**config.mk**
```make
export PLATFORM = sky130hd
export DESIGN_NAME = axis_video_timing_out_flat
export DESIGN_NICKNAME = d
export VERILOG_FILES = /design/src/rtl/axis_video_timing_out_if.sv /design/src/rtl/axis_video_timing_out.sv /design/src/flat_wrapper.sv
export SDC_FILE = /design/constraint.sdc
export NUM_CORES = 1
export LEC_CHECK = 0
export BUFFER_PORTS_ARGS = -buffer_cell sky130_fd_sc_hd__buf_2
export CAP_MARGIN = 20
export CORE_ASPECT_RATIO = 1.1
export CORE_MARGIN = 4
export CORE_UTILIZATION = 40
export CTS_BUF_LIST = sky130_fd_sc_hd__clkbuf_2
export CTS_CLUSTER_SIZE = 24
export DETAILED_ROUTE_END_ITERATION = 6
export PLACE_DENSITY = 0.65
export SETUP_SLACK_MARGIN = 0.05
export SYNTH_ARGS = -nofsm -noshare
export SYNTH_HDL_FRONTEND = slang
export SYNTH_SLANG_ARGS = --single-unit
```
**constraint.sdc**
```tcl
create_clock -name pixel_clk -period 2.1 [get_ports pixel_clk]
set_input_delay 0.42 -clock pixel_clk [delete_from_list [all_inputs] [get_ports pixel_clk]]
set_output_delay 0.42 -clock pixel_clk [all_outputs]
set_load 0.02 [all_outputs]
```
**src/rtl/axis_video_timing_out_if.sv**
```systemverilog
// axis_video_timing_out_if: AXI4-Stream video pixel channel carrying SOF in tuser and EOL in tlast
interface axis_video_timing_out_if #(
  parameter int DATA_W = 24
);
  logic [DATA_W-1:0] tdata;
  logic tvalid;
  logic tuser;
  logic tlast;
  logic tready;
  modport master (output tdata, tvalid, tuser, tlast, input tready);
  modport slave (input tdata, tvalid, tuser, tlast, output tready);
endinterface

```
**src/rtl/axis_video_timing_out.sv**
```systemverilog
// axis_video_timing_out: raster timing generator displaying an AXI4-Stream pixel stream locked to SOF/EOL
module axis_video_timing_out #(
  parameter int DATA_W = 24,
  parameter int H_ACTIVE = 1280,
  parameter int H_FP = 110,
  parameter int H_SYNC = 40,
  parameter int H_BP = 220,
  parameter int V_ACTIVE = 720,
  parameter int V_FP = 5,
  parameter int V_SYNC = 5,
  parameter int V_BP = 20,
  parameter bit HS_POL = 1'b1,
  parameter bit VS_POL = 1'b1,
  parameter logic [DATA_W-1:0] BG_COLOR = '0
) (
  input  logic pixel_clk,
  input  logic sys_rst_n,
  axis_video_timing_out_if.slave s_axis,
  output logic video_hs,
  output logic video_vs,
  output logic video_de,
  output logic [DATA_W-1:0] video_rgb,
  output logic locked,
  output logic underflow,
  output logic align_err
);
  localparam int H_TOTAL = H_ACTIVE + H_FP + H_SYNC + H_BP;
  localparam int V_TOTAL = V_ACTIVE + V_FP + V_SYNC + V_BP;
  localparam int HW = $clog2(H_TOTAL);
  localparam int VW = $clog2(V_TOTAL);
  typedef enum logic {SEEK, LOCK} state_t;
  state_t state, state_nxt;
  logic [HW-1:0] h_cnt;
  logic [VW-1:0] v_cnt;
  logic h_end, v_end, de_i, hs_i, vs_i, first_px, last_px, acc, uf_nxt, ae_nxt;
  logic [DATA_W-1:0] rgb_nxt;
  assign h_end = h_cnt == HW'(H_TOTAL - 1);
  assign v_end = v_cnt == VW'(V_TOTAL - 1);
  assign de_i = (h_cnt < HW'(H_ACTIVE)) && (v_cnt < VW'(V_ACTIVE));
  assign hs_i = (h_cnt >= HW'(H_ACTIVE + H_FP)) && (h_cnt <= HW'(H_ACTIVE + H_FP + H_SYNC - 1));
  assign vs_i = (v_cnt >= VW'(V_ACTIVE + V_FP)) && (v_cnt <= VW'(V_ACTIVE + V_FP + V_SYNC - 1));
  assign first_px = (h_cnt == '0) && (v_cnt == '0);
  assign last_px = (h_cnt == HW'(H_ACTIVE - 1)) && de_i;
  // SEEK flushes non-SOF beats and holds an SOF until the raster origin; LOCK never eats a misplaced SOF
  assign s_axis.tready = sys_rst_n && (state == SEEK ? s_axis.tvalid && (!s_axis.tuser || first_px)
                                                     : de_i && !(s_axis.tuser && !first_px));
  assign acc = s_axis.tvalid && s_axis.tready;
  always_comb begin
    state_nxt = state;
    rgb_nxt = de_i ? BG_COLOR : '0;
    uf_nxt = 1'b0;
    ae_nxt = 1'b0;
    if (state == SEEK) begin
      if (acc && s_axis.tuser) begin
        state_nxt = LOCK;
        rgb_nxt = s_axis.tdata;
      end
    end else if (de_i) begin
      uf_nxt = !s_axis.tvalid;
      ae_nxt = s_axis.tvalid && ((s_axis.tuser && !first_px) || (acc && (s_axis.tlast != last_px)));
      rgb_nxt = acc ? s_axis.tdata : BG_COLOR;
      state_nxt = (uf_nxt || ae_nxt) ? SEEK : LOCK;
    end
  end
  always_ff @(posedge pixel_clk) begin
    if (!sys_rst_n) begin
      h_cnt <= '0;
      v_cnt <= '0;
      state <= SEEK;
      video_hs <= !HS_POL;
      video_vs <= !VS_POL;
      video_de <= 1'b0;
      video_rgb <= '0;
      locked <= 1'b0;
      underflow <= 1'b0;
      align_err <= 1'b0;
    end else begin
      h_cnt <= h_end ? '0 : h_cnt + 1'b1;
      if (h_end) v_cnt <= v_end ? '0 : v_cnt + 1'b1;
      state <= state_nxt;
      video_hs <= hs_i ~^ HS_POL;
      video_vs <= vs_i ~^ VS_POL;
      video_de <= de_i;
      video_rgb <= rgb_nxt;
      locked <= state_nxt == LOCK;
      underflow <= uf_nxt;
      align_err <= ae_nxt;
    end
  end
endmodule

```
**src/flat_wrapper.sv**
```systemverilog
// flat-port wrapper written by rule: the top's interface ports become plain ports
module axis_video_timing_out_flat 
#(
  parameter int DATA_W = 24,
  parameter int H_ACTIVE = 1280,
  parameter int H_FP = 110,
  parameter int H_SYNC = 40,
  parameter int H_BP = 220,
  parameter int V_ACTIVE = 720,
  parameter int V_FP = 5,
  parameter int V_SYNC = 5,
  parameter int V_BP = 20,
  parameter bit HS_POL = 1'b1,
  parameter bit VS_POL = 1'b1,
  parameter logic [DATA_W-1:0] BG_COLOR = '0
)
  (pixel_clk, sys_rst_n, video_hs, video_vs, video_de, video_rgb, locked, underflow, align_err, s_axis_tdata, s_axis_tvalid, s_axis_tuser, s_axis_tlast, s_axis_tready);
  axis_video_timing_out_if #(.DATA_W(DATA_W)) s_axis_i ();
  input  logic pixel_clk;
  input  logic sys_rst_n;
  output logic video_hs;
  output logic video_vs;
  output logic video_de;
  output logic [DATA_W-1:0] video_rgb;
  output logic locked;
  output logic underflow;
  output logic align_err;
  input wire logic [$bits(s_axis_i.tdata)-1:0] s_axis_tdata;
  input wire logic [$bits(s_axis_i.tvalid)-1:0] s_axis_tvalid;
  input wire logic [$bits(s_axis_i.tuser)-1:0] s_axis_tuser;
  input wire logic [$bits(s_axis_i.tlast)-1:0] s_axis_tlast;
  output wire logic [$bits(s_axis_i.tready)-1:0] s_axis_tready;
  assign s_axis_i.tdata = s_axis_tdata;
  assign s_axis_i.tvalid = s_axis_tvalid;
  assign s_axis_i.tuser = s_axis_tuser;
  assign s_axis_i.tlast = s_axis_tlast;
  assign s_axis_tready = s_axis_i.tready;
  axis_video_timing_out #(.DATA_W(DATA_W), .H_ACTIVE(H_ACTIVE), .H_FP(H_FP), .H_SYNC(H_SYNC), .H_BP(H_BP), .V_ACTIVE(V_ACTIVE), .V_FP(V_FP), .V_SYNC(V_SYNC), .V_BP(V_BP), .HS_POL(HS_POL), .VS_POL(VS_POL), .BG_COLOR(BG_COLOR)) u_core (.pixel_clk(pixel_clk), .sys_rst_n(sys_rst_n), .s_axis(s_axis_i), .video_hs(video_hs), .video_vs(video_vs), .video_de(video_de), .video_rgb(video_rgb), .locked(locked), .underflow(underflow), .align_err(align_err));
endmodule
```
==> impl_metrics.ini, run 1 <==
[timing]
grt_setup_unrepaired = yes
timing.final.crit_period_ns = 2.457
fin_setup_tns_ns = -0.3565
hold_ws_ns = 0.1630
hold_viol_final = 0
setup_slack_ns = -0.3565
max_freq_mhz = 407.1
setup_viol = 1
drv_slew = 0
max_slew_margin_pct = 75.84
min_period_over_period_pct = 117.0
clock-skew-final_ns = 0.01575
tightest_slew_ns = 0.3596

[pwr]
leakagePower_nw = 1.163
power.density_nw_per_um2 = 583.3
ir_drop_uv = 185.3

[worst_hold_path]
hp-class = in -> reg
min_path_cells = 2
worst_hold_path.endpoint = u_core.video_rgb[3]$_SDFF_PN0_
hp-start = s_axis_tdata[3]

[critical_path]
crit_arrival_ns = 2.04
crit_path_start_kind = flip-flop
crit_path_end_kind = output pin
r2r_start = u_core.h_cnt[3]$_SDFF_PP0_
reg2reg_to = u_core.v_cnt[7]$_SDFFE_PN0P_
r2r_slack_ns = 0.12
crit_fanout = 3
path_class = reg -> out
cp.required_ns = 1.68
reg2regPathDepth = 6

[floorplan]
dieArea_sq_um = 6508
initial_core_util_pct = 41.68
dieHeight_um = 84.21
core_area_sq_um = 5067
row_count = 27
die_x_um = 77.28
ioPinCount = 60

[logic_synthesis]
synthArstFlopShare_pct = 0
synthesis.area_sq_um = 2112
avgSynthCellArea_sq_um = 9.429
synthTopCellsByArea = dfxtp_1, and2_1, xnor2_1
synth-main-ff-cell = dfxtp_1
synth_top_area_share_pct = 48.34
syn_nets = 261
yosys.area.top_type = dfxtp_1
syn_inst = 224
synth_edf_count = 0
ys_seq_elements = 51
yosysSeqAreaShare_pct = 48.34
ys_warn_count = 0
synth.distinct_cells = 42

[detailed_routing]
initialDrtViolationCount = 53
antenna_left = 0
vias = 1735
finalWirelength_mm = 4.334
route.detailed.drc = 0
vias_per_cell = 4.901
highest_layer = met4
wl_per_cell_um = 12.24
wl_met1_mm = 2.030
first_pass_iters = 4
wl_met2_mm = 1.875
wl_met3_um = 350

[global_route]
grt_pass1_vias = 1596
track_usage_pct = 13.68
antenna_found_initial = 0
overflow = 0
grt_pass1_wl_mm = 7.272
grt_max_degree = 25

[run]
max_cap_violations = 0

[place]
placement.setup.worst_slack_ns = 0.09309
dp_hpwl_mm = 3.228
placed_area_sq_um = 2545
place_congestion = 0.8246
io_buffers = 59

[clock_tree]
cts_buffers = 5
h-tree-depth = 2
cts_tree = yes
cts_max_path_buffers = 2
clk_pin_slew_ns = 0.26
clk_latency_ns = 0.43
cts-root-buf = clkbuf_2
cts.sinks = 51
cts_hold_buf = 0

[finish]
multi_input_area_sq_um = 1060
ff_latch_area_sq_um = 1025
syn2layout_area_growth_pct = 25.00
final_nets = 332
final_cell_area_sq_um = 2640
layout-drive-gt1-share_pct = 32.09
n_fill_cell = 487
n_antenna_cell = 0

[run_status]
outcome = finished, violations left
violations = setup timing
## logic make-up (layout without fill, tap and decap cells)
group	Yosys count	count (layout)	share of synthesized area [%]
AND/OR/NAND/NOR	113	113	30.63
flip-flops	51	51	48.34
XOR/XNOR	19	19	7.879
AO/OA/AOI/OAI	16	16	4.858
buffers and inverters	16	88	3.021
adder cells (fa/ha/maj)	8	8	4.740
multiplexers	1	1	0.5331
## sequential cells by signal, summed over array words and instances (netlist names)
register and flops:
u_core.video_rgb 24, u_core.h_cnt 11, u_core.v_cnt 10, u_core.align_err 1
u_core.locked 1, u_core.underflow 1, u_core.video_de 1, u_core.video_hs 1
u_core.video_vs 1
## layout make-up
type | count | share of cell area, %
multi-input cells | 157 | 40.14
flip-flops and latches | 51 | 38.82
repair buffers | 71 | 15.31
well taps | 58 | 2.749
inverters | 9 | 1.280
clock buffers | 5 | 0.9479
clock inverters | 3 | 0.7583
## cells in the final DEF (no fill, tap or decap), types with 2 or more instances in the layout
master,instances
buf_2,58
dfxtp_1,48
and2_1,26
nor2_1,24
nand2_1,15
xnor2_1,12
buf_4,11
inv_1,9
nand3_1,8
ha_1,8
nand4_1,7
xor2_1,7
a21oi_1,5
nor3_1,5
clkbuf_2,5
nor3_2,4
nand4b_1,3
nor2b_1,3
dfxtp_2,3
nor4_1,2
nor3b_1,2
o21ai_0,2
or3_4,2
nor4_4,2
and3_1,2
or2_2,2
## cell usage after synthesis, types with 4 or more instances
library cell,number
xor2_1,7
dfxtp_1,51
a21oi_1,5
nand4_1,7
inv_1,9
nor2_1,24
nor3_1,7
and2_1,26
nand2_1,15
nand3_1,8
clkbuf_1,4
ha_1,8
xnor2_1,12
## through the flow
step           power [mW]  util [%]  std cells
2_1_floorplan       1.099         -        224
3_3_place_gp        1.161     50.22        345
3_5_place_dp        1.161     50.22        345
4_1_cts             1.561     51.78        354
5_1_grt             1.622     52.10        354
6_report            1.540     52.10        354
## report_power, final
part / internal [mW] / total [mW] / leakage [nW] / switching [mW]
logic: 0.0706 / 0.147 / 0.721 / 0.0763
clock network: 0.0802 / 0.391 / 0.0266 / 0.311
registers: 0.992 / 1.00 / 0.415 / 0.0103
## worst max-delay path, stage by stage, from the launching register on
cell      delay (ns)
dfxtp_2         0.38
or4_4           0.53
nand4b_1        0.22
o21ai_2         0.18
and3_4          0.20
buf_6           0.11
## routing by layer
metal | vias to the layer above | GRT usage, %
met5 | - | 0
met4 | 0 | 5.178
met3 | 9 | 4.721
met2 | 65 | 21.60
met1 | 771 | 17.20
li1 | 890 | -
## worst max-delay path by stage
stage	cells after the start	from	slack, ns	endpoint
floorplan	4	u_core.h_cnt[3]$_SDFF_PP0_	0.18	s_axis_tready
global placement	5	u_core.h_cnt[3]$_SDFF_PP0_	0.13	s_axis_tready
detailed placement	5	u_core.h_cnt[3]$_SDFF_PP0_	0.09	s_axis_tready
CTS	5	u_core.h_cnt[7]$_SDFF_PP0_	-0.41	s_axis_tready
global route	5	u_core.h_cnt[3]$_SDFF_PP0_	-0.46	s_axis_tready
finish	5	u_core.h_cnt[3]$_SDFF_PP0_	-0.36	s_axis_tready
## repair_timing
| item | 4_1_cts | 5_1_grt |
|---|---|---|
| endpoints found under the hold margin | 0 | 0 |
| resized for setup | 7 | 4 |
| setup buffers | 1 | 0 |
| pin swaps | 3 | 5 |
| endpoints found under the setup margin | 1 | 9 |
Note: power is estimated with default switching activity, not from simulation.
==> inputs of run 2 (changes only) <==
--- a/config.mk
+++ b/config.mk
@@ -9,11 +9,11 @@
 export CAP_MARGIN = 20
 export CORE_ASPECT_RATIO = 1.1
 export CORE_MARGIN = 4
-export CORE_UTILIZATION = 40
+export CORE_UTILIZATION = 45
 export CTS_BUF_LIST = sky130_fd_sc_hd__clkbuf_2
 export CTS_CLUSTER_SIZE = 24
 export DETAILED_ROUTE_END_ITERATION = 6
-export PLACE_DENSITY = 0.65
+export PLACE_DENSITY = 0.72
 export SETUP_SLACK_MARGIN = 0.05
 export SYNTH_ARGS = -nofsm -noshare
 export SYNTH_HDL_FRONTEND = slang
==> run 2 against run 1 <==
The flow still finishes with violations (setup timing). Clock power grew 26%. Clock skew down 0.0051 ns. First-iteration DRC count up 25%. Sequential power is essentially flat. Worst hold slack improved by 0.018 ns. Combinational power increased by 20%.
==> impl_metrics.ini, run 2 (synthesis results as in run 1) <==
[run_status]
outcome = finished, violations left
violations = setup timing

[worst_hold_path]
min_path_cells = 2
hp-start = s_axis_tdata[8]
worst_hold_path.endpoint = u_core.video_rgb[8]$_SDFF_PN0_
hp-class = in -> reg

[timing]
setup_slack_ns = -0.3259
max_slew_margin_pct = 75.70
grt_setup_unrepaired = yes
hold_viol_final = 0
hold_ws_ns = 0.1809
tightest_slew_ns = 0.3617
clock-skew-final_ns = 0.01066
setup_viol = 1
timing.final.crit_period_ns = 2.426
max_freq_mhz = 412.2
drv_slew = 0
min_period_over_period_pct = 115.5

[critical_path]
path_cells = or4_4, nand4b_1, o21ai_2, and3_4, buf_6
crit_path_start_kind = flip-flop
cp.buffers_inverters = 1
path_class = reg -> out
crit_arrival_ns = 2.01
critical-path-top-delay-family = simple AND/OR/NAND/NOR gates
crit_path_end_kind = output pin
r2r_start = u_core.h_cnt[3]$_SDFF_PP0_
crit_path_top_delay_cell = or4_4
crit_fanout = 2
reg2regPathDepth = 7
cp.required_ns = 1.68
slowest_delay_ns = 0.52
r2r_slack_ns = 0.01
reg2reg_to = u_core.video_rgb[7]$_SDFF_PN0_

[global_route]
met1_usage_pct = 17.42
grt_pass1_vias = 1662
track_usage_pct = 15.25
antenna_found_initial = 0
use_met3_pct = 3.275
top_usage_layer = met2
grt_pass1_wl_mm = 7.058
met2_usage_pct = 27.01
grt_max_degree = 25
overflow = 0

[finish]
syn2layout_area_growth_pct = 30.81
final_nets = 337
final_util_pct = 62.64
n_antenna_cell = 0
layout-drive-gt1-share_pct = 38.33
largest_reg_flops = 24
top_regs = u_core.video_rgb (24), u_core.h_cnt (11), u_core.v_cnt (10)
final_cell_area_sq_um = 2763
top_register = u_core.video_rgb
final_common_cell = buf_2
layout.cells.non_filler = 354
mostFrequentLayoutCells = buf_2, dfxtp_1, nor2_1
n_fill_cell = 397

[detailed_routing]
initialDrtViolationCount = 66
vias = 1763
vias_per_cell = 4.980
finalWirelength_mm = 4.640
route.detailed.drc = 0
first_pass_iters = 6
antenna_left = 0
wl_per_cell_um = 13.11

[clock_tree]
cts_tree = yes
h-tree-depth = 2
cts_max_path_buffers = 2
clk_latency_ns = 0.42
cts_hold_buf = 0
cts_buffers = 5
cts-root-buf = clkbuf_2
clk_pin_slew_ns = 0.23
cts.sinks = 51

[floorplan]
initial_core_util_pct = 47.89
die_x_um = 73.32
core_area_sq_um = 4410
dieArea_sq_um = 5855
ioPinCount = 60
dieHeight_um = 79.85
row_count = 25

[place]
dp_hpwl_mm = 3.346
place_congestion = 0.8787
placement.setup.worst_slack_ns = 0.09477
placed_cells = 341
placed_area_sq_um = 2540
io_buffers = 59

[pwr]
p_int_mw = 1.277
ir_drop_uv = 370.4
power.density_nw_per_um2 = 603.9
p_sw_share_pct = 23.46
p_sw_uw = 391.4
leakagePower_nw = 1.227
p_comb_share_pct = 10.6
pwr-share-seq_pct = 60.0
power_frac_clock_pct = 29.5

[run]
max_cap_violations = 0
run 2: changes by cell type in the layout (fill, tap and decap cells not counted), sizes merged:
cell    change
clkbuf      +2
bufinv      +1
clkinv      -2
buf         +3
run 2: repair_timing:
item / CTS / global route
setup endpoints to repair: 1 / 26
gates resized for setup: 23 / 4
cloned: 0 / 3
setup buffers: 3 / 1
pin swaps: 28 / 3
run 2: area by class of cell:
type | count | area [sq um] | share of cell area, %
multi-input cells | 157 | 1094 | 39.58
repair buffers | 76 | 480.5 | 17.39
clock inverters | 2 | 37.54 | 1.359
inverters | 9 | 33.78 | 1.223
well taps | 54 | 67.56 | 2.446
flip-flops and latches | 51 | 1025 | 37.09
clock buffers | 5 | 25.02 | 0.9058
run 2: power groups by stage:
| stage | clock network (mW) | logic, mW | registers, mW |
|---|---|---|---|
| CTS | 0.513 | 0.165 | 1.00 |
| floorplan | 0 | 0.0572 | 1.04 |
| detailed placement | 0 | 0.143 | 1.02 |
| global placement | 0 | 0.141 | 1.02 |
| finish | 0.491 | 0.176 | 1.00 |
| global route | 0.542 | 0.193 | 1.00 |
run 2: per-stage QoR:
stage / setup TNS (ns) / total power [mW]
finish: -0.3259 / 1.668
global route: -1.861 / 1.739
CTS: -0.3732 / 1.679
detailed placement: 0 / 1.162
global placement: 0 / 1.160
floorplan: 0 / 1.099
run 2: worst register-to-register path: stages (launching register included):
cell       delay [ns]
dfxtp_2          0.37
or4_4            0.52
nand4b_1         0.21
o21ai_2          0.17
buf_4            0.13
and4b_2          0.35
clkbuf_16        0.18
and2_4           0.13
run 2: how the worst max path moves through the flow:
stage                          startpoint             to  slack (ns)  cells past startpoint
2_1_floorplan  u_core.h_cnt[3]$_SDFF_PP0_  s_axis_tready        0.18                      4
3_3_place_gp   u_core.h_cnt[3]$_SDFF_PP0_  s_axis_tready        0.13                      5
3_5_place_dp   u_core.h_cnt[3]$_SDFF_PP0_  s_axis_tready        0.09                      5
4_1_cts        u_core.h_cnt[8]$_SDFF_PP0_  s_axis_tready       -0.37                      5
5_1_grt        u_core.h_cnt[3]$_SDFF_PP0_  s_axis_tready       -0.44                      5
6_report       u_core.h_cnt[3]$_SDFF_PP0_  s_axis_tready       -0.33                      5
run 2: layer usage:
layer	share of wire (%)	routed length [um]
met3	6.4	298
met5	0	0
met1	41	1924
met2	50	2316
met4	2.2	100
==> inputs of run 3 (changes only) <==
--- a/config.mk
+++ b/config.mk
@@ -9,11 +9,11 @@
 export CAP_MARGIN = 20
 export CORE_ASPECT_RATIO = 1.1
 export CORE_MARGIN = 4
-export CORE_UTILIZATION = 45
+export CORE_UTILIZATION = 53
 export CTS_BUF_LIST = sky130_fd_sc_hd__clkbuf_2
 export CTS_CLUSTER_SIZE = 24
 export DETAILED_ROUTE_END_ITERATION = 6
-export PLACE_DENSITY = 0.72
+export PLACE_DENSITY = 0.82
 export SETUP_SLACK_MARGIN = 0.05
 export SYNTH_ARGS = -nofsm -noshare
 export SYNTH_HDL_FRONTEND = slang
==> run 3 against run 2 <==
The flow still finishes with violations (setup timing). Clock-buffer cell count unchanged. Die area down 14%. Cell count down 1.7%. Worst hold slack about the same. Register-to-register slack about the same. Sequential power about the same. Critical path depth unchanged. Design area down 1.1%. Fmax down 1.4%.
==> impl_metrics.ini, run 3 (synthesis results as in run 1) <==
[place]
io_buffers = 59
dp_hpwl_mm = 3.349
placed_cells = 335
placed_area_sq_um = 2507
place_congestion = 0.8900

[run_status]
outcome = finished, violations left
violations = setup timing

[timing]
max_slew_margin_pct = 70.17
min_period_over_period_pct = 117.2
setup_viol = 5
clock-skew-final_ns = 0.009697
timing.final.crit_period_ns = 2.461
grt_setup_unrepaired = yes
tightest_slew_ns = 0.4440
max_freq_mhz = 406.4
hold_viol_final = 0
hold_ws_ns = 0.1814
drv_slew = 0
setup_slack_ns = -0.3607

[pwr]
power.density_nw_per_um2 = 612.7
ir_drop_uv = 331.4
leakagePower_nw = 1.234
p_total_mw = 1.673

[finish]
n_antenna_cell = 0
layout-drive-gt1-share_pct = 40.60
n_fill_cell = 270
top_regs = u_core.video_rgb (24), u_core.h_cnt (11), u_core.v_cnt (10)
final_common_cell = buf_2
largest_reg_flops = 24
syn2layout_area_growth_pct = 29.32
top_register = u_core.video_rgb
final_nets = 335
mostFrequentLayoutCells = buf_2, dfxtp_1, nor2_1
final_util_pct = 73.01
layout.cells.non_filler = 348
final_cell_area_sq_um = 2731

[clock_tree]
clk_pin_slew_ns = 0.24
cts.sinks = 51
cts_hold_buf = 0
cts_max_path_buffers = 2
cts_tree = yes
clk_latency_ns = 0.42
h-tree-depth = 2
cts_buffers = 5
cts-root-buf = clkbuf_2

[global_route]
grt_max_degree = 16
grt_pass1_vias = 1585
track_usage_pct = 17.96
antenna_found_initial = 0
grt_pass1_wl_mm = 6.982
overflow = 0

[detailed_routing]
initialDrtViolationCount = 92
first_pass_iters = 4
wl_per_cell_um = 13.64
finalWirelength_mm = 4.745
vias = 1762
vias_per_cell = 5.063
antenna_left = 0
route.detailed.drc = 0

[critical_path]
cp.required_ns = 1.68
crit_path_top_delay_cell = or4_4
slowest_delay_ns = 0.52
crit_arrival_ns = 2.04
path_class = reg -> out
crit_path_start_kind = flip-flop
path_cells = or4_4, nand4b_1, o21ai_2, and3_1, buf_6
crit_path_end_kind = output pin
crit_fanout = 2

[floorplan]
dieHeight_um = 74.21
ioPinCount = 60
dieArea_sq_um = 5060
core_area_sq_um = 3741
initial_core_util_pct = 56.45
die_x_um = 68.19
row_count = 23

[worst_hold_path]
hp-class = in -> reg

[run]
max_cap_violations = 0
-- run 3: changes by cell type in the layout (fill, tap and decap cells not counted), sizes merged --
cell / previous run / this run
clkbuf: 7 / 5
-- run 3: final cells by class --
cell class	instances	area, sq um	share of cell area, %
timing repair buffer	74	432.9	15.85
sequential	51	1030	37.70
tap	50	62.56	2.290
inverter	9	33.78	1.237
clock inverter	2	37.54	1.374
clock buffer	5	25.02	0.9162
multi-input combinational	157	1110	40.63
-- run 3: per-stage QoR --
| step | TNS [ns] | worst slack, ns |
|---|---|---|
| global placement | 0 | 0.1271 |
| floorplan | 0 | 0.1800 |
| detailed placement | 0 | 0.07470 |
| CTS | -0.3853 | -0.3382 |
| finish | -0.3671 | -0.3607 |
| global route | -1.511 | -0.4412 |
-- run 3: routing by layer --
layer  share of wire (%)  routed length (um)  GRT usage, %  vias up
met4                 1.6                  77         5.960        0
met3                 8.7                 412         5.891        9
li1                    -                   -             -      891
met2                  48                2262         29.76       70
met5                   0                   0             0        -
met1                  42                1993         21.85      792
-- run 3: worst paths after layout --
path                         startpoint                              end  slack [ns]  cells past startpoint
max          u_core.h_cnt[3]$_SDFF_PP0_                    s_axis_tready       -0.36                      5
min                    s_axis_tdata[19]  u_core.video_rgb[19]$_SDFF_PN0_        0.18                      2
max reg2reg  u_core.h_cnt[3]$_SDFF_PP0_  u_core.video_rgb[13]$_SDFF_PN0_           0                      7
min reg2reg  u_core.h_cnt[0]$_SDFF_PP0_       u_core.h_cnt[0]$_SDFF_PP0_        0.49                      1
-- run 3: where the power goes --
group	switching, mW	total [mW]	leakage (nW)	internal, mW
sequential	0.0107	1.00	0.416	0.992
clock	0.302	0.496	0.0350	0.194
combinational	0.0866	0.175	0.783	0.0880
total	0.399	1.67	1.23	1.27
-- run 3: worst max-delay path: cells and delay by family (launching register included) --
kind | cells | cell delay, ns
AO/OA/AOI/OAI | 1 | 0.18
buffers and inverters | 1 | 0.12
AND/OR/NAND/NOR | 3 | 0.94
flip-flops | 1 | 0.38
-- run 3: timing repair --
item                                    CTS  global route
cloned                                    0             2
gates resized for setup                   8            33
endpoints found under the setup margin    1            29
buffers inserted                          3             3
pin swaps                                 3            20
